<file path="config.mk">
export PLATFORM = sky130hd
export DESIGN_NAME = reg_bank_scheduler
export DESIGN_NICKNAME = d
export VERILOG_FILES = /design/src/rtl/reg_ctrl_pkg.sv /design/src/rtl/rr_arbiter.sv /design/src/rtl/reg_bank_scheduler.sv
export SDC_FILE = /design/constraint.sdc
export NUM_CORES = 1
export LEC_CHECK = 0
export ABC_CLOCK_PERIOD_IN_PS = 7500
export CORE_ASPECT_RATIO = 1.75
export CORE_UTILIZATION = 30
export DETAILED_ROUTE_END_ITERATION = 6
export MAX_ROUTING_LAYER = met4
export SLEW_MARGIN = 20
export SYNTH_ARGS = -nofsm -noshare
export SYNTH_HDL_FRONTEND = slang
export SYNTH_SLANG_ARGS = --single-unit
</file>
<file path="constraint.sdc">
create_clock -name Clock -period 7.5 [get_ports Clock]
set_clock_uncertainty 0.2 [all_clocks]
set_input_delay 1.5 -clock Clock [delete_from_list [all_inputs] [get_ports Clock]]
set_output_delay 1.5 -clock Clock [all_outputs]
set_load 0.03 [all_outputs]
</file>
<file path="src/rtl/reg_ctrl_pkg.sv">
// Shared definitions for the register-bank control path: FunSel codes,
// scheduler FSM states and burst length.
package reg_ctrl_pkg;

  localparam logic [2:0] FS_DEC    = 3'b000;
  localparam logic [2:0] FS_INC    = 3'b001;
  localparam logic [2:0] FS_LOAD   = 3'b010;
  localparam logic [2:0] FS_CLR    = 3'b011;
  localparam logic [2:0] FS_LD8    = 3'b100;
  localparam logic [2:0] FS_LD16   = 3'b101;
  localparam logic [2:0] FS_SHL8   = 3'b110;
  localparam logic [2:0] FS_SEXT16 = 3'b111;

  localparam int unsigned BURST_BEATS = 4;

  typedef enum logic [1:0] {
    IDLE  = 2'd0,
    ISSUE = 2'd1,
    BURST = 2'd2
  } state_e;

endpackage

</file>
<file path="src/rtl/rr_arbiter.sv">
// Combinational round-robin arbiter: first asserted request at or above ptr,
// wrapping modulo N.
module rr_arbiter #(
  parameter int unsigned N     = 4,
  parameter int unsigned IDX_W = (N > 1) ? $clog2(N) : 1
) (
  input  logic [N-1:0]     req,
  input  logic [IDX_W-1:0] ptr,
  output logic [N-1:0]     gnt,
  output logic [IDX_W-1:0] idx,
  output logic             valid
);

  int unsigned j;

  always_comb begin
    gnt   = '0;
    idx   = '0;
    valid = 1'b0;
    j     = 0;
    for (int unsigned k = 0; k < N; k++) begin
      j = (32'(ptr) + k) % N;
      if (!valid && req[j]) begin
        valid  = 1'b1;
        gnt[j] = 1'b1;
        idx    = IDX_W'(j);
      end
    end
  end

endmodule

</file>
<file path="src/rtl/reg_bank_scheduler.sv">
// Round-robin scheduler sharing a Register32bit-style bank between requesters;
// single ops take one ISSUE cycle, bursts rebuild a word via four byte shift-loads.
module reg_bank_scheduler
  import reg_ctrl_pkg::*;
#(
  parameter int unsigned NUM_REQ   = 4,
  parameter int unsigned NUM_REGS  = 4,
  parameter int unsigned REG_SEL_W = 2
) (
  input  logic                          Clock,
  input  logic                          Reset,
  input  logic [NUM_REQ-1:0]            Req,
  input  logic [3*NUM_REQ-1:0]          ReqOp,
  input  logic [NUM_REQ-1:0]            ReqBurst,
  input  logic [REG_SEL_W*NUM_REQ-1:0]  ReqReg,
  input  logic [32*NUM_REQ-1:0]         ReqData,
  output logic [NUM_REQ-1:0]            Gnt,
  output logic                          Err,
  output logic [NUM_REGS-1:0]           RegE,
  output logic [2:0]                    FunSel,
  output logic [31:0]                   RegI,
  output logic                          Busy
);

  localparam int unsigned PTR_W = $clog2(NUM_REQ);
  localparam logic [1:0]  LAST_BEAT = 2'(BURST_BEATS - 1);

  state_e                state_q, state_d;
  logic [PTR_W-1:0]      ptr_q, ptr_d;
  logic [PTR_W-1:0]      win_q, win_d;
  logic [2:0]            op_q, op_d;
  logic [REG_SEL_W-1:0]  sel_q, sel_d;
  logic [31:0]           data_q, data_d;
  logic [1:0]            beat_q, beat_d;
  logic [NUM_REQ-1:0]    gnt_q, gnt_d;
  logic                  err_q, err_d;
  logic [NUM_REGS-1:0]   rege_q, rege_d;
  logic [2:0]            funsel_q, funsel_d;
  logic [31:0]           regi_q, regi_d;
  logic                  busy_q, busy_d;

  logic [NUM_REQ-1:0]    arb_gnt;
  logic [PTR_W-1:0]      arb_idx;
  logic                  arb_valid;
  logic                  drive, done;

  rr_arbiter #(.N(NUM_REQ), .IDX_W(PTR_W)) u_arb (
    .req   (Req),
    .ptr   (ptr_q),
    .gnt   (arb_gnt),
    .idx   (arb_idx),
    .valid (arb_valid)
  );

  // Outputs are computed one cycle ahead so the bank sees them as registers.
  always_comb begin
    state_d  = state_q;
    ptr_d    = ptr_q;
    win_d    = win_q;
    op_d     = op_q;
    sel_d    = sel_q;
    data_d   = data_q;
    beat_d   = beat_q;
    gnt_d    = '0;
    err_d    = 1'b0;
    rege_d   = '0;
    funsel_d = FS_DEC;
    regi_d   = '0;
    drive    = 1'b0;
    done     = 1'b0;

    case (state_q)
      IDLE: begin
        if (arb_valid) begin
          win_d  = arb_idx;
          op_d   = ReqOp[3*arb_idx +: 3];
          sel_d  = ReqReg[REG_SEL_W*arb_idx +: REG_SEL_W];
          data_d = ReqData[32*arb_idx +: 32];
          beat_d = '0;
          drive  = 1'b1;
          if (|(ReqBurst & arb_gnt)) begin
            state_d  = BURST;
            funsel_d = FS_SHL8;
            regi_d   = {24'b0, data_d[31:24]};
          end else begin
            state_d  = ISSUE;
            funsel_d = op_d;
            regi_d   = data_d;
            done     = 1'b1;
          end
        end
      end
      ISSUE: state_d = IDLE;
      BURST: begin
        if (beat_q == LAST_BEAT) begin
          state_d = IDLE;
        end else begin
          beat_d   = beat_q + 2'd1;
          drive    = 1'b1;
          funsel_d = FS_SHL8;
          case (beat_d)
            2'd1:    regi_d = {24'b0, data_q[23:16]};
            2'd2:    regi_d = {24'b0, data_q[15:8]};
            default: regi_d = {24'b0, data_q[7:0]};
          endcase
          done = (beat_d == LAST_BEAT);
        end
      end
      default: state_d = IDLE;
    endcase

    if (drive) begin
      for (int unsigned i = 0; i < NUM_REGS; i++) rege_d[i] = (32'(sel_d) == i);
    end
    if (done) begin
      gnt_d[win_d] = 1'b1;
      err_d        = (32'(sel_d) >= NUM_REGS);
      ptr_d        = (win_d == PTR_W'(NUM_REQ - 1)) ? '0 : win_d + 1'b1;
    end

    busy_d = (state_d != IDLE);
  end

  always_ff @(posedge Clock or negedge Reset) begin
    if (!Reset) begin
      state_q  <= IDLE;
      ptr_q    <= '0;
      win_q    <= '0;
      op_q     <= '0;
      sel_q    <= '0;
      data_q   <= '0;
      beat_q   <= '0;
      gnt_q    <= '0;
      err_q    <= 1'b0;
      rege_q   <= '0;
      funsel_q <= '0;
      regi_q   <= '0;
      busy_q   <= 1'b0;
    end else begin
      state_q  <= state_d;
      ptr_q    <= ptr_d;
      win_q    <= win_d;
      op_q     <= op_d;
      sel_q    <= sel_d;
      data_q   <= data_d;
      beat_q   <= beat_d;
      gnt_q    <= gnt_d;
      err_q    <= err_d;
      rege_q   <= rege_d;
      funsel_q <= funsel_d;
      regi_q   <= regi_d;
      busy_q   <= busy_d;
    end
  end

  assign Gnt    = gnt_q;
  assign Err    = err_q;
  assign RegE   = rege_q;
  assign FunSel = funsel_q;
  assign RegI   = regi_q;
  assign Busy   = busy_q;

endmodule

</file>
==> run_results.csv, run 1 <==
group,metric,value,unit
clocking,tritoncts,"yes",
final_layout,area_growth,50.46,%
synthesis,yosysWarnings,0,
global_route,grt_pass1_wl,21110,um
drt,wl_per_cell,16.36,um
final_layout,nets,816,
global_route,first_global_vias,4202,
synthesis,synth-edff-count,0,
global_route,grt_usage,0.1674,
timing,slew_headroom,0.2643,
setup_path,cp-end-kind,"flop",
floorplan,pin_count,203,
place,placed_area,6873,um^2
clocking,post-cts-setup-buffers,0,
timing,worst_slew_pin_slew,1104,ps
final_layout,layoutNonFillerInstCount,833,
drt,vias_per_cell,4.863,
place,dp.final_hpwl,10510,um
synthesis,syn_area,4786,um^2
synthesis,synth_nets,635,
synthesis,ys_seq_area_frac,0.4078,
clocking,cts_hold_buf,0,
setup_path,timing.rr.end,"RegE[0]$_DFF_PN0_",
power,ir_drop,267.7,uV
global_route,gr-usage-met1,0.1721,
synthesis,synth_cell_types,55,
timing,fin_ws,2627,ps
final_layout,finalInstanceArea,7201,um^2
power,p_leak,3.177,nW
setup_path,r2r-start,"ptr_q[0]$_DFFE_PN0P_",
clocking,cts_max_level,3,
setup_path,critPathArrivalTime,4890,ps
synthesis,synth_area_per_cell,10.38,um^2
timing,drv_slew,0,
floorplan,dieHeight,169.1,um
clocking,cts_resized,0,
timing,finalCritPeriodShare,0.6498,
clocking,cts.sinks,78,
setup_path,worstPathMaxFanout,64,
final_layout,diodes,0,
drt,drcViolationCount,0,
floorplan,die-area,16480,um^2
floorplan,rows,60,
worst_hold_path,hp-start,"sel_q[1]$_DFF_PN0_",
timing,period_needed,4873,ps
timing,setup_violations,0,
setup_path,r2r_cells,9,
synthesis,async_flop_share,1.000,
setup_path,r2r_slack,3030,ps
worst_hold_path,hp-class,"flop to flop",
timing,tns,0,ps
run_status,status,"completed",
global_route,use_met2,0.3183,
timing,hold_violations,0,
global_route,grt_start_max_net_pins,79,
place,portBuffers,201,
final_layout,final_common_cell,"clkdlybuf4s50_1",
floorplan,die_x,97.48,um
global_route,antenna_found_initial,0,
clocking,cts.path.max_buffers,2,
place,dp_cells,816,
floorplan,core,15460,um^2
global_route,overflow,0,
place,pre_cts_ws,2214,ps
timing,fmax,0.2052,GHz
drt,dr.pass1.iters,4,
clocking,clock_latency,330,ps
drt,ant_nets,0,
final_layout,final_cell_mix,"clkdlybuf4s50_1 (200), dfrtp_1 (78), mux2i_1 (77)",
setup_path,required,7520,ps
setup_path,crit_start,"Req[2]",
global_route,gr-max-usage-layer,"met2",
clocking,root_buffer,"clkbuf_16",
place,place.gp.congestion,0.7872,
clocking,clkTransAtPathRegs,60,ps
power,power.density,446.8,nW/um^2
run,maxCapViolCount,0,
floorplan,start_util,0.3095,
synthesis,ys_seq_elements,78,
synthesis,synthCells,461,
drt,via_count,4051,
setup_path,criticalPathCategory,"input port to flop",
drt,routed_wl,13630,um
setup_path,endpoint,"RegE[0]$_DFF_PN0_",
global_route,grt_util_met3,0.03138,
final_layout,drive_above_1_share,0.1020,
synthesis,ys_dominant_reg_cell,"dfrtp_1",
setup_path,cp-start-kind,"input port",
clocking,numCtsBuffers,9,
drt,drtIter0Drc,114,
timing,rsz0062_at_grt,"false",
-- synth_stat cells, types with 3 or more instances --
master | instances | area [um^2]
a211o_1 | 3 | 26.28
a21o_1 | 4 | 30.03
a21oi_1 | 9 | 45.04
a22oi_1 | 9 | 67.56
and2_1 | 6 | 37.54
buf_2 | 6 | 30.03
buf_4 | 7 | 52.55
buf_6 | 4 | 45.04
clkbuf_1 | 14 | 52.55
dfrtp_1 | 78 | 1952
ha_1 | 16 | 200.2
inv_1 | 13 | 48.80
mux2_2 | 32 | 360.4
mux2i_1 | 77 | 770.7
mux4_2 | 5 | 112.6
nand2_1 | 57 | 214.0
nand3_1 | 4 | 20.02
nor2_1 | 30 | 112.6
nor2b_1 | 5 | 31.28
nor3_1 | 4 | 20.02
nor3b_1 | 3 | 22.52
o21ai_0 | 28 | 140.1
o221ai_1 | 5 | 43.79
o221ai_2 | 3 | 45.04
-- power by group --
part	switching (W)	leakage (nW)	internal, W
combinational	0.00113	2.04	0.000924
sequential	0.000100	1.00	0.000623
clock	0.000176	0.139	0.000260
total	0.00141	3.18	0.00181
-- sequential cells by signal (all words and copies together), names as in the netlist --
register	count
RegI	32
data_q	24
Gnt	4
RegE	4
FunSel	3
beat_q	2
ptr_q	2
sel_q	2
state_q	2
win_q	2
Busy	1
-- layout make-up --
cell class	instances	area, um^2
Multi-Input combinational cell	337	2623
Timing Repair Buffer	203	2044
Fill cell	1481	8264
Clock buffer	10	229.0
Clock inverter	6	71.32
Sequential cell	78	1952
Inverter	13	48.80
Tap cell	186	232.7
-- cell families after synthesis --
kind of cell    Yosys count  share of synthesized area
buf+inv                  46                    0.04941
fa+ha+maj                16                    0.04183
mux                     115                     0.2622
flops                    78                     0.4078
simple gates            122                     0.1174
compound gates           83                     0.1205
other cells               1                  0.0007836
-- worst max-delay path, cell delays in order --
cell and delay (ps):
clkdlybuf4s50_1 560, mux4_2 640, nor2b_4 190, o21ai_1 170, nand2_4 800, mux2i_1 250
or4_1 550, and4_1 220
-- routing by layer --
metal | share of wire | wire length [um]
met2 | 0.57 | 7749
met3 | 0.050 | 682
met1 | 0.37 | 5001
met4 | 0.015 | 198
met5 | 0 | 0
-- stage by stage --
| step | utilization | hold WS [ps] | power [W] |
|---|---|---|---|
| after global routing | 0.4656 | 286.9 | 0.003461 |
| after detailed placement | 0.4444 | 270.7 | 0.002823 |
| final | 0.4656 | 277.1 | 0.003217 |
| after CTS | 0.4638 | 282.3 | 0.003271 |
| after global placement | 0.4444 | 260.7 | 0.002778 |
| after floorplan | - | 242.3 | 0.002227 |
-- worst min-delay path by stage --
stage | depth (start not counted) | to | slack (ps)
CTS | 1 | RegE[1]$_DFF_PN0_ | 280
finish | 1 | RegE[1]$_DFF_PN0_ | 280
floorplan | 1 | RegE[1]$_DFF_PN0_ | 240
detailed placement | 2 | data_q[6]$_DFFE_PN0P_ | 270
global placement | 1 | RegE[1]$_DFF_PN0_ | 260
global route | 1 | RegE[1]$_DFF_PN0_ | 290
Note: power is estimated with default switching activity, not from simulation.
==> run 2, diff against run 1 <==
ABC_CLOCK_PERIOD_IN_PS = 4210   (was 7500)
clock period = 4.21 ns   (was 7.5 ns; I/O delays follow)
==> run 2 against run 1 <==
Compared with the run above: critical path depth unchanged; die area unchanged; cell count up 0.84%; clock-buffer cell count down 1; non-clock buffer count up 8.
==> run_results.csv, run 2 (synthesis results as in run 1) <==
group,metric,value,unit
clocking,cts_hold_buf,0,
setup_path,critPathArrivalTime,3640,ps
final_layout,largest_reg_flops,32,
global_route,grt_pass1_wl,21760,um
floorplan,start_util,0.3095,
final_layout,diodes,0,
global_route,first_global_vias,4278,
setup_path,crit_buf_inv,1,
power,seqPwrFrac,0.215,
floorplan,die-area,16480,um^2
place,dp_cells,825,
drt,drtIter0Drc,135,
global_route,grt_usage,0.1730,
timing,slew_headroom,0.5116,
worst_hold_path,hp-class,"flop to flop",
clocking,root_buffer,"clkbuf_16",
drt,drcViolationCount,0,
setup_path,cp-end-kind,"flop",
timing,setup_violations,0,
clocking,post-cts-setup-buffers,0,
place,place.gp.congestion,0.7706,
drt,via_count,4135,
final_layout,finalInstanceArea,7281,um^2
timing,rsz0062_at_grt,"false",
setup_path,criticalPathCategory,"input port to flop",
drt,dr.pass1.iters,4,
timing,fmax,0.2758,GHz
run,maxCapViolCount,0,
clocking,tritoncts,"yes",
power,swShare,0.4307,
power,p_leak,3.229,nW
run_status,status,"completed",
timing,worst_slew_pin_slew,732.6,ps
floorplan,pin_count,203,
setup_path,crit_chain,"clkdlybuf4s50_1 > mux4_2 > nor2b_4 > a221o_1 > a211o_1 > or3_2 > nand2_4 > mux2_1",
final_layout,final_cell_mix,"clkdlybuf4s50_1 (200), dfrtp_1 (78), mux2i_1 (77)",
power,p_clk_frac,0.139,
timing,drv_slew,0,
power,power_switching,0.002531,W
global_route,antenna_found_initial,0,
place,portBuffers,201,
power,power.density,806.9,nW/um^2
power,ir_drop,346.8,uV
setup_path,required,4220,ps
final_layout,fillers,1482,
clocking,clock_latency,330,ps
drt,ant_nets,0,
power,combPwrFrac,0.646,
timing,hold_violations,0,
clocking,cts_resized,0,
final_layout,area_growth,52.13,%
clocking,cts.path.max_buffers,2,
floorplan,rows,60,
setup_path,slowest_delay,580,ps
setup_path,crit_family,"multiplexers",
timing,finalCritPeriodShare,0.8612,
setup_path,cp-start-kind,"input port",
global_route,overflow,0,
clocking,cts_max_level,3,
clocking,cts.sinks,78,
drt,wl_per_cell,16.58,um
timing,tns,0,ps
final_layout,final_common_cell,"clkdlybuf4s50_1",
floorplan,core,15460,um^2
place,placed_area,6965,um^2
clocking,numCtsBuffers,9,
setup_path,crit_slowest_cell,"mux4_2",
clocking,clkTransAtPathRegs,60,ps
final_layout,nets,824,
timing,whs,275.2,ps
place,dp.final_hpwl,11040,um
power,p_int,0.003344,W
final_layout,layoutNonFillerInstCount,840,
floorplan,die_x,97.48,um
global_route,grt_start_max_net_pins,79,
floorplan,dieHeight,169.1,um
drt,vias_per_cell,4.923,
drt,routed_wl,13930,um
setup_path,worstPathMaxFanout,12,
timing,period_needed,3626,ps
final_layout,drive_above_1_share,0.1131,
==> run 2: worst paths after layout <==
kind	from	endpoint	slack [ps]	depth (start not counted)
worst max-delay path	Req[0]	ptr_q[0]$_DFFE_PN0P_	580	8
worst min-delay path	sel_q[1]$_DFF_PN0_	RegE[1]$_DFF_PN0_	280	1
worst max register to register	ptr_q[1]$_DFFE_PN0P_	ptr_q[0]$_DFFE_PN0P_	730	8
worst min register to register	sel_q[1]$_DFF_PN0_	RegE[1]$_DFF_PN0_	280	1
max in group asynchronous	Reset	RegI[3]$_DFF_PN0_	2960	1
min in group asynchronous	Reset	data_q[2]$_DFFE_PN0P_	330	1
==> run 2: layer usage <==
layer / global-route usage / up-vias / part of all wire
met5: - / - / 0
li1: - / 2013 / -
met4: 0.05563 / 0 / 0.013
met2: 0.3341 / 125 / 0.59
met3: 0.02931 / 11 / 0.043
met1: 0.1734 / 1986 / 0.36
==> run 2: area by class of cell <==
| class | count | area [um^2] | area share |
|---|---|---|---|
| repair buffers | 211 | 2113 | 0.2903 |
| inverters | 13 | 48.80 | 0.006702 |
| multi-input cells | 337 | 2623 | 0.3602 |
| clock inverters | 6 | 86.33 | 0.01186 |
| flip-flops and latches | 78 | 1952 | 0.2681 |
| well taps | 186 | 232.7 | 0.03196 |
| clock buffers | 9 | 225.2 | 0.03093 |
==> run 2: metrics by stage <==
stage,power [W],util,worst slack (ps)
CTS,0.005979,0.4706,608.4
floorplan,0.003967,-,839.3
finish,0.005875,0.4708,584.4
global route,0.006313,0.4708,454.9
detailed placement,0.005137,0.4504,255.9
global placement,0.005057,0.4504,309.7
==> run 2: power groups by stage <==
stage	clock network (W)	registers, W	logic (W)
2_1_floorplan	0	0.00162	0.00234
3_3_place_gp	0	0.00127	0.00379
3_5_place_dp	0	0.00128	0.00386
4_1_cts	0.000838	0.00127	0.00387
5_1_grt	0.000870	0.00130	0.00414
6_report	0.000818	0.00126	0.00379
==> run 3, diff against run 2 <==
CAP_MARGIN = 5   (was default)
==> results of run 3 <==
Final layout, timing and power as in run 2 (identical DEF).
